## src/rtl/unique_list_streamer.sv

```systemverilog
// Captures a sorted unique list of up to nine values in one load.
// Replays the list as a valid/ready stream of indexed beats, then pulses done.
module unique_list_streamer #(
    parameter int WIDTH = 8,
    parameter int SLOTS = 9
) (
    input  logic             clk,
    input  logic             rst,
    input  logic [WIDTH-1:0] in1,
    input  logic [WIDTH-1:0] in2,
    input  logic [WIDTH-1:0] in3,
    input  logic [WIDTH-1:0] in4,
    input  logic [WIDTH-1:0] in5,
    input  logic [WIDTH-1:0] in6,
    input  logic [WIDTH-1:0] in7,
    input  logic [WIDTH-1:0] in8,
    input  logic [WIDTH-1:0] in9,
    input  logic [3:0]       in_count,
    input  logic             load,
    output logic             load_ready,
    output logic             m_valid,
    input  logic             m_ready,
    output logic [WIDTH-1:0] m_data,
    output logic [3:0]       m_index,
    output logic             m_last,
    output logic             done,
    output logic             busy
);

    typedef enum logic [1:0] {IDLE, STREAM, DONE} state_t;

    state_t           r_state;
    logic [WIDTH-1:0] r_slot [SLOTS];
    logic [3:0]       r_cnt;
    logic [3:0]       r_idx;
    logic             r_m_valid;
    logic [WIDTH-1:0] r_m_data;
    logic [3:0]       r_m_index;
    logic             r_m_last;
    logic             r_done;
    logic             r_busy;

    logic [WIDTH-1:0] w_in [SLOTS];
    logic [3:0]       w_cnt_clamp;
    logic [3:0]       w_next_idx;

    assign w_in[0] = in1;
    assign w_in[1] = in2;
    assign w_in[2] = in3;
    assign w_in[3] = in4;
    assign w_in[4] = in5;
    assign w_in[5] = in6;
    assign w_in[6] = in7;
    assign w_in[7] = in8;
    assign w_in[8] = in9;

    assign w_cnt_clamp = (in_count > 4'(SLOTS)) ? 4'(SLOTS) : in_count;
    assign w_next_idx  = r_idx + 4'd1;

    assign load_ready = (r_state == IDLE);
    assign m_valid    = r_m_valid;
    assign m_data     = r_m_data;
    assign m_index    = r_m_index;
    assign m_last     = r_m_last;
    assign done       = r_done;
    assign busy       = r_busy;

    // Beat outputs are precomputed one cycle ahead so every output comes straight from a flop.
    always_ff @(posedge clk) begin
        if (rst) begin
            r_state   <= IDLE;
            r_cnt     <= 4'd0;
            r_idx     <= 4'd0;
            r_m_valid <= 1'b0;
            r_m_data  <= '0;
            r_m_index <= 4'd0;
            r_m_last  <= 1'b0;
            r_done    <= 1'b0;
            r_busy    <= 1'b0;
            for (int i = 0; i < SLOTS; i++) r_slot[i] <= '0;
        end else begin
            case (r_state)
                IDLE: begin
                    r_done <= 1'b0;
                    if (load) begin
                        for (int i = 0; i < SLOTS; i++) r_slot[i] <= w_in[i];
                        r_cnt  <= w_cnt_clamp;
                        r_idx  <= 4'd0;
                        r_busy <= 1'b1;
                        if (w_cnt_clamp == 4'd0) begin
                            r_state <= DONE;
                            r_done  <= 1'b1;
                        end else begin
                            r_state   <= STREAM;
                            r_m_valid <= 1'b1;
                            r_m_data  <= w_in[0];
                            r_m_index <= 4'd1;
                            r_m_last  <= (w_cnt_clamp == 4'd1);
                        end
                    end
                end
                STREAM: begin
                    if (m_ready) begin
                        if (r_m_last) begin
                            r_state   <= DONE;
                            r_done    <= 1'b1;
                            r_m_valid <= 1'b0;
                            r_m_data  <= '0;
                            r_m_index <= 4'd0;
                            r_m_last  <= 1'b0;
                        end else begin
                            r_idx     <= w_next_idx;
                            r_m_data  <= r_slot[w_next_idx];
                            r_m_index <= w_next_idx + 4'd1;
                            r_m_last  <= (w_next_idx == r_cnt - 4'd1);
                        end
                    end
                end
                DONE: begin
                    r_state <= IDLE;
                    r_done  <= 1'b0;
                    r_busy  <= 1'b0;
                end
                default: begin
                    r_state <= IDLE;
                    r_busy  <= 1'b0;
                    r_done  <= 1'b0;
                end
            endcase
        end
    end

endmodule

```

## config.mk

```make
export PLATFORM = sky130hd
export DESIGN_NAME = unique_list_streamer
export DESIGN_NICKNAME = d
export VERILOG_FILES = /design/src/rtl/unique_list_streamer.sv
export SDC_FILE = /design/constraint.sdc
export NUM_CORES = 1
export LEC_CHECK = 0
export ABC_AREA = 1
export CORE_MARGIN = 1
export CORE_UTILIZATION = 40
export DETAILED_ROUTE_END_ITERATION = 16
export GPL_ROUTABILITY_DRIVEN = 0
export PLACE_DENSITY_LB_ADDON = 0.05
export SYNTH_ARGS = -nofsm -noshare
export SYNTH_HDL_FRONTEND = slang
export SYNTH_SLANG_ARGS = --single-unit
```

## constraint.sdc

```tcl
create_clock -name clk -period 3.8 [get_ports clk]
set_input_delay 0.38 -clock clk [delete_from_list [all_inputs] [get_ports clk]]
set_output_delay 0.38 -clock clk [all_outputs]
set_load 0.005 [all_outputs]
```

# Yosys cells after proc, flatten, opt, wreduce, memory -nomap -nowiden
# Memory sizes are Yosys's and may differ from the RTL's.
# Index checks and enable logic that the tools add are counted.
# Widths: inputs -> output; s select.
totals:
  register_bits: 26
  ram_bits: 72
  in_bits: 80
  out_inout_bits: 17
  memories: 1
classes:
  addsub: 3
  order_cmp: 1
  eq_ne: 8
  mux: 52
  bitwise_logic: 10
  n_reduce_logical: 10
memory_table:
  columns: ["name", "depth", "width", "rd", "rd_clocked_by_memory_dff", "write_ports", "line", "text"]
  rows:
  - ["r_slot", 9, 8, 1, 0, 9, "33", "logic [WIDTH-1:0] r_slot [SLOTS];"]
ops:
  columns: ["op", "n"]
  rows:
  - ["$mux 8", 13]
  - ["$mux 4", 8]
  - ["$mux 1", 19]
  - ["$pmux 4 s2", 2]
  - ["$pmux 8 s2", 1]
  - ["$ne 2x2->1 const B", 5]
  - ["$or 1x1->1", 9]
  - ["$add 4x1->4 const B", 2]
  - ["$mux 2", 4]
  - ["$pmux 1 s2", 4]
  - ["$reduce_and 4->1", 2]
  - ["$reduce_and 2->1", 3]
  - ["$reduce_and 5->1", 1]
  - ["$eq 4x1->1 const B", 1]
  - ["$eq 4x4->1", 1]
  - ["$gt 4x4->1 const B", 1]
  - ["$logic_not 4->1", 1]
  - ["$pmux 2 s2", 1]
  - ["$sub 4x1->4 const B", 1]
  - ["$reduce_and 3->1", 1]
  - ["$eq 2x1->1 const B", 1]
  - ["$logic_not 2->1", 1]
  - ["$reduce_bool 2->1", 1]
  - ["$not 1->1", 1]

# Logic depth before layout (Yosys ltp)
# Gate-level depths: netlist (run 1).
logic_depth:
  word_depth: 6
  mapped_depth: 12

# Worst setup path after synthesis (run 1)
# Ideal clock, no wire load.
synth_path:
  path_type: "in2reg"
  start: "in rst"
  end: "mem r_slot[0][0] (enable)"
  setup_ns: 0.761
  arrival_time_ns: 1.945
  required_time_ns: 3.039
  setup_slack_ns: 1.093
  cell_stages: 3
  cell_sequence: "inv_1 -> clkbuf_1 -> nand2_1"
synth_rtl:
  columns: ["item", "line", "text"]
  rows:
  - ["start, declared", "8", "input logic rst,"]
  - ["end, declared", "33", null]

==> metrics.txt, run 1 <==
Layout Cells excl Fill=837; via/cell ratio=4.71; sequence of cells on the critical path=clkdlybuf4s50_1, inv_1, nand2_2, buf_12, nor2_1; library cells used by synthesis=31; Clock Latency Late Sink=350 ps; first-pass detailed-route iteration total=4; CTS tree=built; clock skew=6.15 ps; Setup TNS=0 ps; Post-Syn Area per Cell=8.20 sq um; CP Max Fanout=41; fin nets=768; Reg-to-Reg End=m_data[7]$_SDFFE_PP0P_; Slew Limit Fails=0; core area=12000 sq um; hold endpoint=m_index[3]$_SDFFE_PP0P_; syn nets=682; DRC=0; most common cell after layout, fill and taps aside=inv_1; cts bufs inserted=9; met3 usage=0.0305; Clock Tree Root=clkbuf_16; r2r worst-path depth=11; headroom to the max-slew limit=0.324; Port Buffer Count=96; final hold vios=0; layout cell share with drive strength beyond 1=0.0623; Crit. End Element=flop; gr ovfl total=0; fin crit period=2460 ps; Worst Slack Setup Final=~1300 ps; GRT met2 Usage=0.293; Crit path buffers/inverters=3; final period utilization=0.647; status=complete, no violations; max incr delay on CP=approximately 810 ps; Crit path max-delay family=buffers and inverters; crit path max-delay cell type=clkdlybuf4s50_1; sequential cell area fraction in the yosys report=0.546; hold_sp=m_index[3]$_SDFFE_PP0P_; layer with the highest usage=met2; placed cells=821; CTS sink cnt=98; Post CTS Setup Buffer Count=0; Max Root-Sink Buffers=2; f_max=407 MHz; met1 usage=0.257; Netlist Area Pre-Place=around 5000 sq um; reg2reg start=r_idx[0]$_SDFFE_PP0P_; total die area=12700 sq um; n_diodes=0; Detail Route Antenna Nets=0; DR iter-0 viols=238; PD cells=455 nW/um^2; R2R Setup Slk=around 1400 ps; WL/cell=13.2 microns; WS Path Type=in2reg; max cap viols=0; GRT Overall Usage=0.186; synthesized instance count=599; most frequent cells in the layout=inv_1, nand2_1, clkdlybuf4s50_1; Worst Setup SP=rst; die height=between 100 and 150 microns; yosys warns=0; Die X=around 110 microns; first-pass GRT wire length=~18 mm; Worst VDD drop=202 uV; worst hold slack=472 ps; Area Growth Syn to Fin=27.0%; Static Leak=between 2 and 3 nW; DP Worst Slack=984 ps; row count=40; worst-margin pin slew=1010 ps; Detailed Route WL=11.1 mm; vias in the first global route=3757; Max H-tree Level=3; post-DP HPWL=7.57 mm; Post-CTS Resized=0; #FFs+latches synth=98; initial core utilization=0.409; CP required=3890 ps; Hold Crit Depth=2; final setup fails=0; hold_buf cts=0; initial antenna violation count=0; Via Count=3939; num ports=97; Data arrival, critical path=roughly 2600 ps; pin count of the biggest net entering global routing=77; RSZ-0062 raised after global routing=false; clk slew on worst S/H paths=60 ps; Hold Path Class=reg2reg; critical path launch point type=input pin
## sequential cells by signal (all words and copies together), names as in the netlist
register and cells:
r_slot 72, m_data 8, m_valid 1, done 1, m_last 1, m_index 4, r_idx 4, r_cnt 4
r_state 2, busy 1
## where the power goes
group / leakage, nW / internal [W] / total (W) / switching, W
clock: 0.134 / 0.000502 / 0.000882 / 0.000379
combinational: 1.77 / 0.000260 / 0.000620 / 0.000360
sequential: 0.990 / 0.00129 / 0.00134 / 0.0000473
total: 2.89 / 0.00205 / 0.00284 / 0.000787
## worst max-delay path by stage
stage,depth (start not counted),endpoint,slack [ps]
3_3_place_gp,5,r_slot[5][0]$_SDFFCE_PN0P_,1060
5_1_grt,11,m_data[7]$_SDFFE_PP0P_,1180
2_1_floorplan,3,r_slot[0][0]$_SDFFCE_PN0P_,1090
3_5_place_dp,5,r_slot[4][2]$_SDFFCE_PN0P_,980
4_1_cts,5,r_slot[4][2]$_SDFFCE_PN0P_,1340
6_report,5,r_slot[2][2]$_SDFFCE_PN0P_,1340
## worst reg2reg max path: stages, from the launching register on
cell     delay [ps]
dfxtp_1         550
buf_4           340
ha_1            210
inv_1            40
nand2_1          50
nand2_1         310
inv_2           320
o21ai_1         100
a21oi_1         170
nor2_1           90
nor2_1          100
nor2_1           40
## metal layers
metal	vias up	wire, microns
met2	97	4980
met1	1819	5480
li1	2013	-
met4	0	137
met3	10	480
met5	-	0
## logic make-up (layout without fill, tap and decap cells)
family / count (synthesis) / in the layout / share of synthesized area
buffers and inverters: 164 / 255 / 0.137
AOI/OAI and AO/OA: 50 / 50 / 0.0614
and+or+nand+nor: 276 / 276 / 0.234
adders and majority gates: 3 / 3 / 0.00764
DFF: 98 / 98 / 0.546
xor gates and xnor gates: 8 / 8 / 0.0143
## synth_stat cells
cell,count,share of area
inv_1,128,0.098
nand2_1,123,0.094
nor2_1,90,0.069
edfxtp_1,72,0.44
nand3_1,52,0.053
dfxtp_1,26,0.11
a21oi_1,19,0.019
buf_2,17,0.017
inv_2,10,0.0076
o21ai_1,8,0.0081
a21oi_2,7,0.012
o21ai_0,6,0.0061
xnor2_1,5,0.0089
buf_6,4,0.0092
o22ai_1,4,0.0051
clkbuf_1,3,0.0023
ha_1,3,0.0076
nand2_4,3,0.0069
xor2_1,3,0.0053
a31oi_1,2,0.0025
buf_4,2,0.0031
nand2_2,2,0.0025
nor3_1,2,0.0020
a211oi_1,1,0.0015
a211oi_2,1,0.0025
a22oi_1,1,0.0015
nand4_1,1,0.0013
nand4_2,1,0.0025
nor2_2,1,0.0013
o211a_1,1,0.0020
or2_2,1,0.0013
## final cells by class
cell class	count	area, sq um
Timing Repair Buffer	101	1010
Clock inverter	5	45.0
Tap cell	147	184
Multi-Input combinational cell	337	1570
Fill cell	1195	5770
Sequential cell	98	2680
Clock buffer	11	233
Inverter	138	518
## metrics by stage
step / power (W) / cell area [sq um] / util
after detailed placement: 0.00198 / 5960 / 0.496
after floorplan: 0.00174 / 4910 / -
after global placement: 0.00197 / 5960 / 0.496
final: 0.00284 / 6240 / 0.519
after global routing: 0.00298 / 6240 / 0.519
after CTS: 0.00286 / 6240 / 0.519
Power figures use the tool's default switching activity.
==> run 2: changes to the inputs <==
==> constraint.sdc (replaced) <==
create_clock -name clk -period 2.1 [get_ports clk]
set_input_delay 0.21 -clock clk [delete_from_list [all_inputs] [get_ports clk]]
set_output_delay 0.21 -clock clk [all_outputs]
set_load 0.005 [all_outputs]
==> run 2 against run 1 <==
Register-to-register slack lost 1000 ps. Highest routed layer unchanged. Largest power group unchanged. Combinational power up 82%. Core utilization is 0.90 points higher. Via count is 1.6% lower.
==> metrics.txt, run 2 (synthesized netlist as in run 1, its figures left out) <==
status=complete, no violations; headroom to the max-slew limit=0.749 (+0.425); n_diodes=0 (unchanged); initial core utilization=0.409 (unchanged); fin nets=773 (+0.65%); CP Max Fanout=14 (-66%); Post CTS Setup Buffer Count=0 (unchanged); worst hold slack=467 ps (-5.08 ps); Max H-tree Level=3 (unchanged); RSZ-0062 raised after global routing=false; final hold vios=0 (unchanged); CP endpoint=m_data[1]$_SDFFE_PP0P_; reg2reg start=r_idx[0]$_SDFFE_PP0P_; Clock Latency Late Sink=340 ps (about the same); sequence of cells on the critical path=inv_2, ha_1, buf_4, nand3_1, nand3_1, nand3_1, nand2_1, nand2_1, a21oi_2; gr ovfl total=0 (unchanged); CP dominant cell by count=nand3_1; total die area=12700 sq um (unchanged); WS Path Type=reg2reg; core area=12000 sq um (unchanged); max cap viols=0 (unchanged); Detailed Route WL=10.7 mm (-3.5%); critical path depth=9 (+4); Crit path buffers/inverters=2 (-1); row count=40 (unchanged); Crit. End Element=flop; Hold Path Class=reg2reg; worst-margin pin slew=376 ps (-638 ps); via/cell ratio=4.60 (-2.2%); R2R Setup Slk=320 ps (-1030 ps); Via Count=3875 (-1.6%); Crit path max-delay family=simple AND/OR/NAND/NOR gates; Reg-to-Reg End=m_data[1]$_SDFFE_PP0P_; pin count of the biggest net entering global routing=43 (-44%); hold_buf cts=0 (unchanged); Port Buffer Count=96 (unchanged); post-DP HPWL=7.73 mm (+2.2%); Die X=113 microns (unchanged); Static Leak=2.95 nW (+1.8%); first-pass GRT wire length=18.0 mm (-1.3%); Detail Route Antenna Nets=0 (unchanged); die height=113 microns (unchanged); initial antenna violation count=0 (unchanged); Area Growth Syn to Fin=29.2%; Slew Limit Fails=0 (unchanged); GRT Overall Usage=0.180 (-0.00653); clock skew=12.9 ps (+6.71 ps); post-route core utilization=0.528 (+0.00896); fin crit period=1780 ps; vias in the first global route=3791 (+0.90%); most common cell after layout, fill and taps aside=inv_1; clk slew on worst S/H paths=60 ps (about the same); Max Root-Sink Buffers=2 (unchanged); crit path max-delay cell type=ha_1; most frequent cells in the layout=inv_1, nand2_1, clkdlybuf4s50_1; CP required=2370 ps (-1520 ps); Worst Setup SP=r_idx[0]$_SDFFE_PP0P_; final period utilization=0.847; DRC=0 (unchanged); Worst VDD drop=402 uV (+100%); r2r worst-path depth=9 (-2); CTS sink cnt=98 (unchanged); f_max=562 MHz; WL/cell=12.7 microns (-4.1%); Top reg by flops=r_slot; Clock Tree Root=clkbuf_16; num ports=97 (unchanged); CTS tree=built; first-pass detailed-route iteration total=5 (+1); Data arrival, critical path=2050 ps (-500 ps); final setup fails=0 (unchanged); DR iter-0 viols=227 (-4.6%); cts bufs inserted=9 (unchanged); critical path launch point type=flop; max incr delay on CP=450 ps (-360 ps); Setup TNS=0 ps (unchanged); max reg flops=72 (unchanged); Design Power=0.00530 W (+87%); layout cell share with drive strength beyond 1=0.0763 (+0.0139); PD cells=834 nW/um^2 (+83%)
run 2: worst min path at each step:
stage | slack (ps) | endpoint | cells after the start | startpoint
after CTS | 470 | m_index[3]$_SDFFE_PP0P_ | 2 | m_index[3]$_SDFFE_PP0P_
final | 470 | m_index[3]$_SDFFE_PP0P_ | 2 | m_index[3]$_SDFFE_PP0P_
after detailed placement | 460 | m_index[3]$_SDFFE_PP0P_ | 2 | m_index[3]$_SDFFE_PP0P_
after floorplan | 280 | m_index[0]$_SDFFE_PP0P_ | 1 | rst
after global routing | 480 | m_index[3]$_SDFFE_PP0P_ | 2 | m_index[3]$_SDFFE_PP0P_
after global placement | 450 | busy$_SDFFE_PP0P_ | 2 | busy$_SDFFE_PP0P_
run 2: what timing repair did:
item                                   in CTS  in global routing
setup endpoints to repair                   0                  1
endpoints found under the hold margin       0                  0
gates resized for setup                     0                  1
run 2: power breakdown:
group | internal, W | leakage, nW | total [W] | switching, W
clock network | 0.00105 | 0.153 | 0.00175 | 0.000698
registers | 0.00233 | 0.990 | 0.00242 | 0.0000901
logic | 0.000492 | 1.80 | 0.00113 | 0.000638
total | 0.00387 | 2.95 | 0.00530 | 0.00143
run 2: area by class of cell:
cell class,count,area (sq um)
Fill cell,1191,5660
Sequential cell,98,2680
Multi-Input combinational cell,337,1570
Timing Repair Buffer,106,1080
Inverter,138,518
Clock buffer,10,229
Tap cell,147,184
Clock inverter,6,90.1
run 2: layer usage:
layer  track usage  share of wire
met5             0              0
met4        0.0409         0.0077
met3        0.0391          0.053
met2         0.298           0.45
met1         0.241           0.49
run 2: stage by stage:
| step | cells | cell area (sq um) | setup WS [ps] |
|---|---|---|---|
| floorplan | 599 | 4920 | 184 |
| global placement | 826 | 6020 | 262 |
| detailed placement | 826 | 6020 | 252 |
| CTS | 842 | 6340 | 265 |
| global route | 842 | 6350 | 76.3 |
| finish | 842 | 6350 | 321 |
run 2: tightest hold or removal path, delay by kind of cell, from the launching register on:
kind	cells	cell delay, ps
flops	1	310
simple gates	1	60
compound gates	1	60
==> run 3: changes to the inputs <==
==> constraint.sdc (replaced) <==
create_clock -name clk -period 1.5 [get_ports clk]
set_input_delay 0.15 -clock clk [delete_from_list [all_inputs] [get_ports clk]]
set_output_delay 0.15 -clock clk [all_outputs]
set_load 0.005 [all_outputs]
==> run 3 against run 2 <==
Die area unchanged. Via count increased by 3.5%. Largest power group unchanged. Sequential share of layout area decreased by 2.8 points. Total power up 43%. Clock skew shrank 8.5 ps. Core utilization is 3.9 points higher. Global-route usage increased by 0.70 points. Cell count is 2.6% higher.
==> metrics.txt, run 3 (synthesized netlist as in run 1, its figures left out) <==
DR iter-0 viols=228 (+0.44%); pin count of the biggest net entering global routing=59 (+37%); CTS tree=built; hold_buf cts=0 (unchanged); Data arrival, critical path=1770 ps (-280 ps); max reg flops=72 (unchanged); r2r worst-path depth=9 (unchanged); max cap viols=0 (unchanged); most common cell after layout, fill and taps aside=inv_1; Die X=113 microns (unchanged); final period utilization=0.994 (+0.147); n_diodes=0 (unchanged); Area Growth Syn to Fin=38.7%; first-pass detailed-route iteration total=6 (+1); die height=113 microns (unchanged); RSZ-0062 raised after global routing=true; fillers=1148 (-3.6%); vias in the first global route=3907 (+3.1%); fin nets=796 (+3.0%); initial core utilization=0.409 (unchanged); reg2reg start=r_idx[0]$_SDFFE_PP0P_; hold endpoint=r_slot[6][0]$_SDFFCE_PN0P_; Detailed Route WL=11.2 mm (+5.3%); wl on met1=5.33 mm (+1.8%); row count=40 (unchanged); total die area=12700 sq um (unchanged); WL/cell=13.0 microns (+2.6%); worst hold slack=435 ps (-32.0 ps); initial antenna violation count=0 (unchanged); Static Leak=3.17 nW (+7.6%); gr ovfl total=0 (unchanged); cts bufs inserted=9 (unchanged); Crit. End Element=flop; Design Power=0.00756 W (+43%); via/cell ratio=4.64 (+0.90%); final setup fails=0 (unchanged); CTS sink cnt=98 (unchanged); f_max=671 MHz (+19%); Worst VDD drop=569 uV (+41%); post-DP HPWL=8.20 mm (+6.1%); clock skew=4.38 ps (-8.47 ps); fin crit period=1490 ps (-289 ps); Port Buffer Count=96 (unchanged); worst-margin pin slew=255 ps (-121 ps); critical path launch point type=flop; PD cells=1110 nW/um^2 (+33%); R2R Setup Slk=9 ps (-310 ps); Clock Tree Root=clkbuf_16; CP required=1780 ps (-590 ps); Max H-tree Level=3 (unchanged); core area=12000 sq um (unchanged); Post CTS Setup Buffer Count=0 (unchanged); Max Used Layer=met4; Slew Limit Fails=0 (unchanged); status=complete, no violations; CP Max Fanout=8 (-6); Detail Route Antenna Nets=0 (unchanged); Via Count=4012 (+3.5%); Max Root-Sink Buffers=2 (unchanged); Clock Latency Late Sink=350 ps (about the same); GRT Overall Usage=0.187 (+0.00697); headroom to the max-slew limit=0.830 (+0.0809); first-pass GRT wire length=18.2 mm (+1.1%); Hold Crit Depth=3 (+1); clk slew on worst S/H paths=60 ps (about the same); Hold Path Class=in2reg; DRC=0 (unchanged); layout cell share with drive strength beyond 1=0.167 (+0.0911); final hold vios=0 (unchanged); num ports=97 (unchanged); routed length on met2=5.29 mm (+10%); hold_sp=in7[0]; WS Path Type=reg2reg; most frequent cells in the layout=inv_1, nand2_1, clkdlybuf4s50_1; Reg-to-Reg End=m_data[3]$_SDFFE_PP0P_; Top reg by flops=r_slot; WL met3=433 microns (-23%)
[run 3: cell count changes in the layout (fill, tap and decap cells not counted), sizes merged]
| cell | delta |
|---|---|
| clkbuf | +1 |
| clkdlybuf4s50 | -1 |
| buf | +23 |
| bufinv | -1 |
| dlygate4sd2 | +1 |
| inv | -1 |
[run 3: repair_timing]
item / in CTS / in global routing
gates resized for setup: 11 / 44
setup endpoints to repair: 10 / 12
hold endpoints to repair: 0 / 0
pin swaps: 4 / 24
[run 3: routing by layer]
layer  vias to the layer above  GRT usage
met5                         -          0
met4                         0     0.0720
met3                        12     0.0354
met2                        77      0.311
met1                      1856      0.241
li1                       2067          -
[run 3: final cells by class]
type                       count  area (sq um)  share of cell area
sequential                    98          2690               0.395
timing repair buffer         129          1350               0.198
clock inverter                 4          43.8             0.00643
clock buffer                  11           233              0.0342
multi-input combinational    337          1780               0.262
inverter                     138           533              0.0782
tap                          147           184              0.0270
[run 3: report_power, final]
part           internal [W]  switching [W]  total [W]
Clock               0.00127       0.000975    0.00225
Combinational      0.000902        0.00103    0.00193
Sequential          0.00326       0.000121    0.00339
Total               0.00544        0.00212    0.00756
[run 3: how the worst max path moves through the flow]
stage                                     start                       to  slack, ps  cells after the start
after floorplan           r_idx[0]$_SDFFE_PP0P_  m_index[3]$_SDFFE_PP0P_        -20                     10
after global placement              in_count[1]  m_index[1]$_SDFFE_PP0P_        -70                      9
after detailed placement            in_count[0]  m_index[1]$_SDFFE_PP0P_        -90                      9
after CTS                 r_idx[0]$_SDFFE_PP0P_   m_data[4]$_SDFFE_PP0P_        -10                      9
after global routing      r_idx[0]$_SDFFE_PP0P_      m_last$_SDFFE_PP0P_        -70                      8
final                     r_idx[0]$_SDFFE_PP0P_   m_data[3]$_SDFFE_PP0P_          9                      9
[run 3: per-stage QoR]
| step | area [sq um] | setup TNS [ps] | util | cells | setup WS (ps) |
|---|---|---|---|---|---|
| global route | 6810 | -578 | 0.567 | 864 | -71.6 |
| finish | 6810 | 0 | 0.567 | 864 | 9.32 |
| CTS | 6630 | -21.4 | 0.552 | 864 | -11.8 |
| global placement | 6320 | -402 | 0.526 | 849 | -71.5 |
| floorplan | 4980 | -126 | - | 599 | -22.6 |
| detailed placement | 6320 | -738 | 0.526 | 849 | -87.8 |
[run 3: worst max-delay path, stage by stage, from the launching register on]
cell and delay [ps]:
dfxtp_4 370, inv_4 40, ha_4 350, buf_12 160
nand3_2 80, nand3_2 70, nand3_2 70, nand2_2 70
nand2_1 60, a21oi_2 130
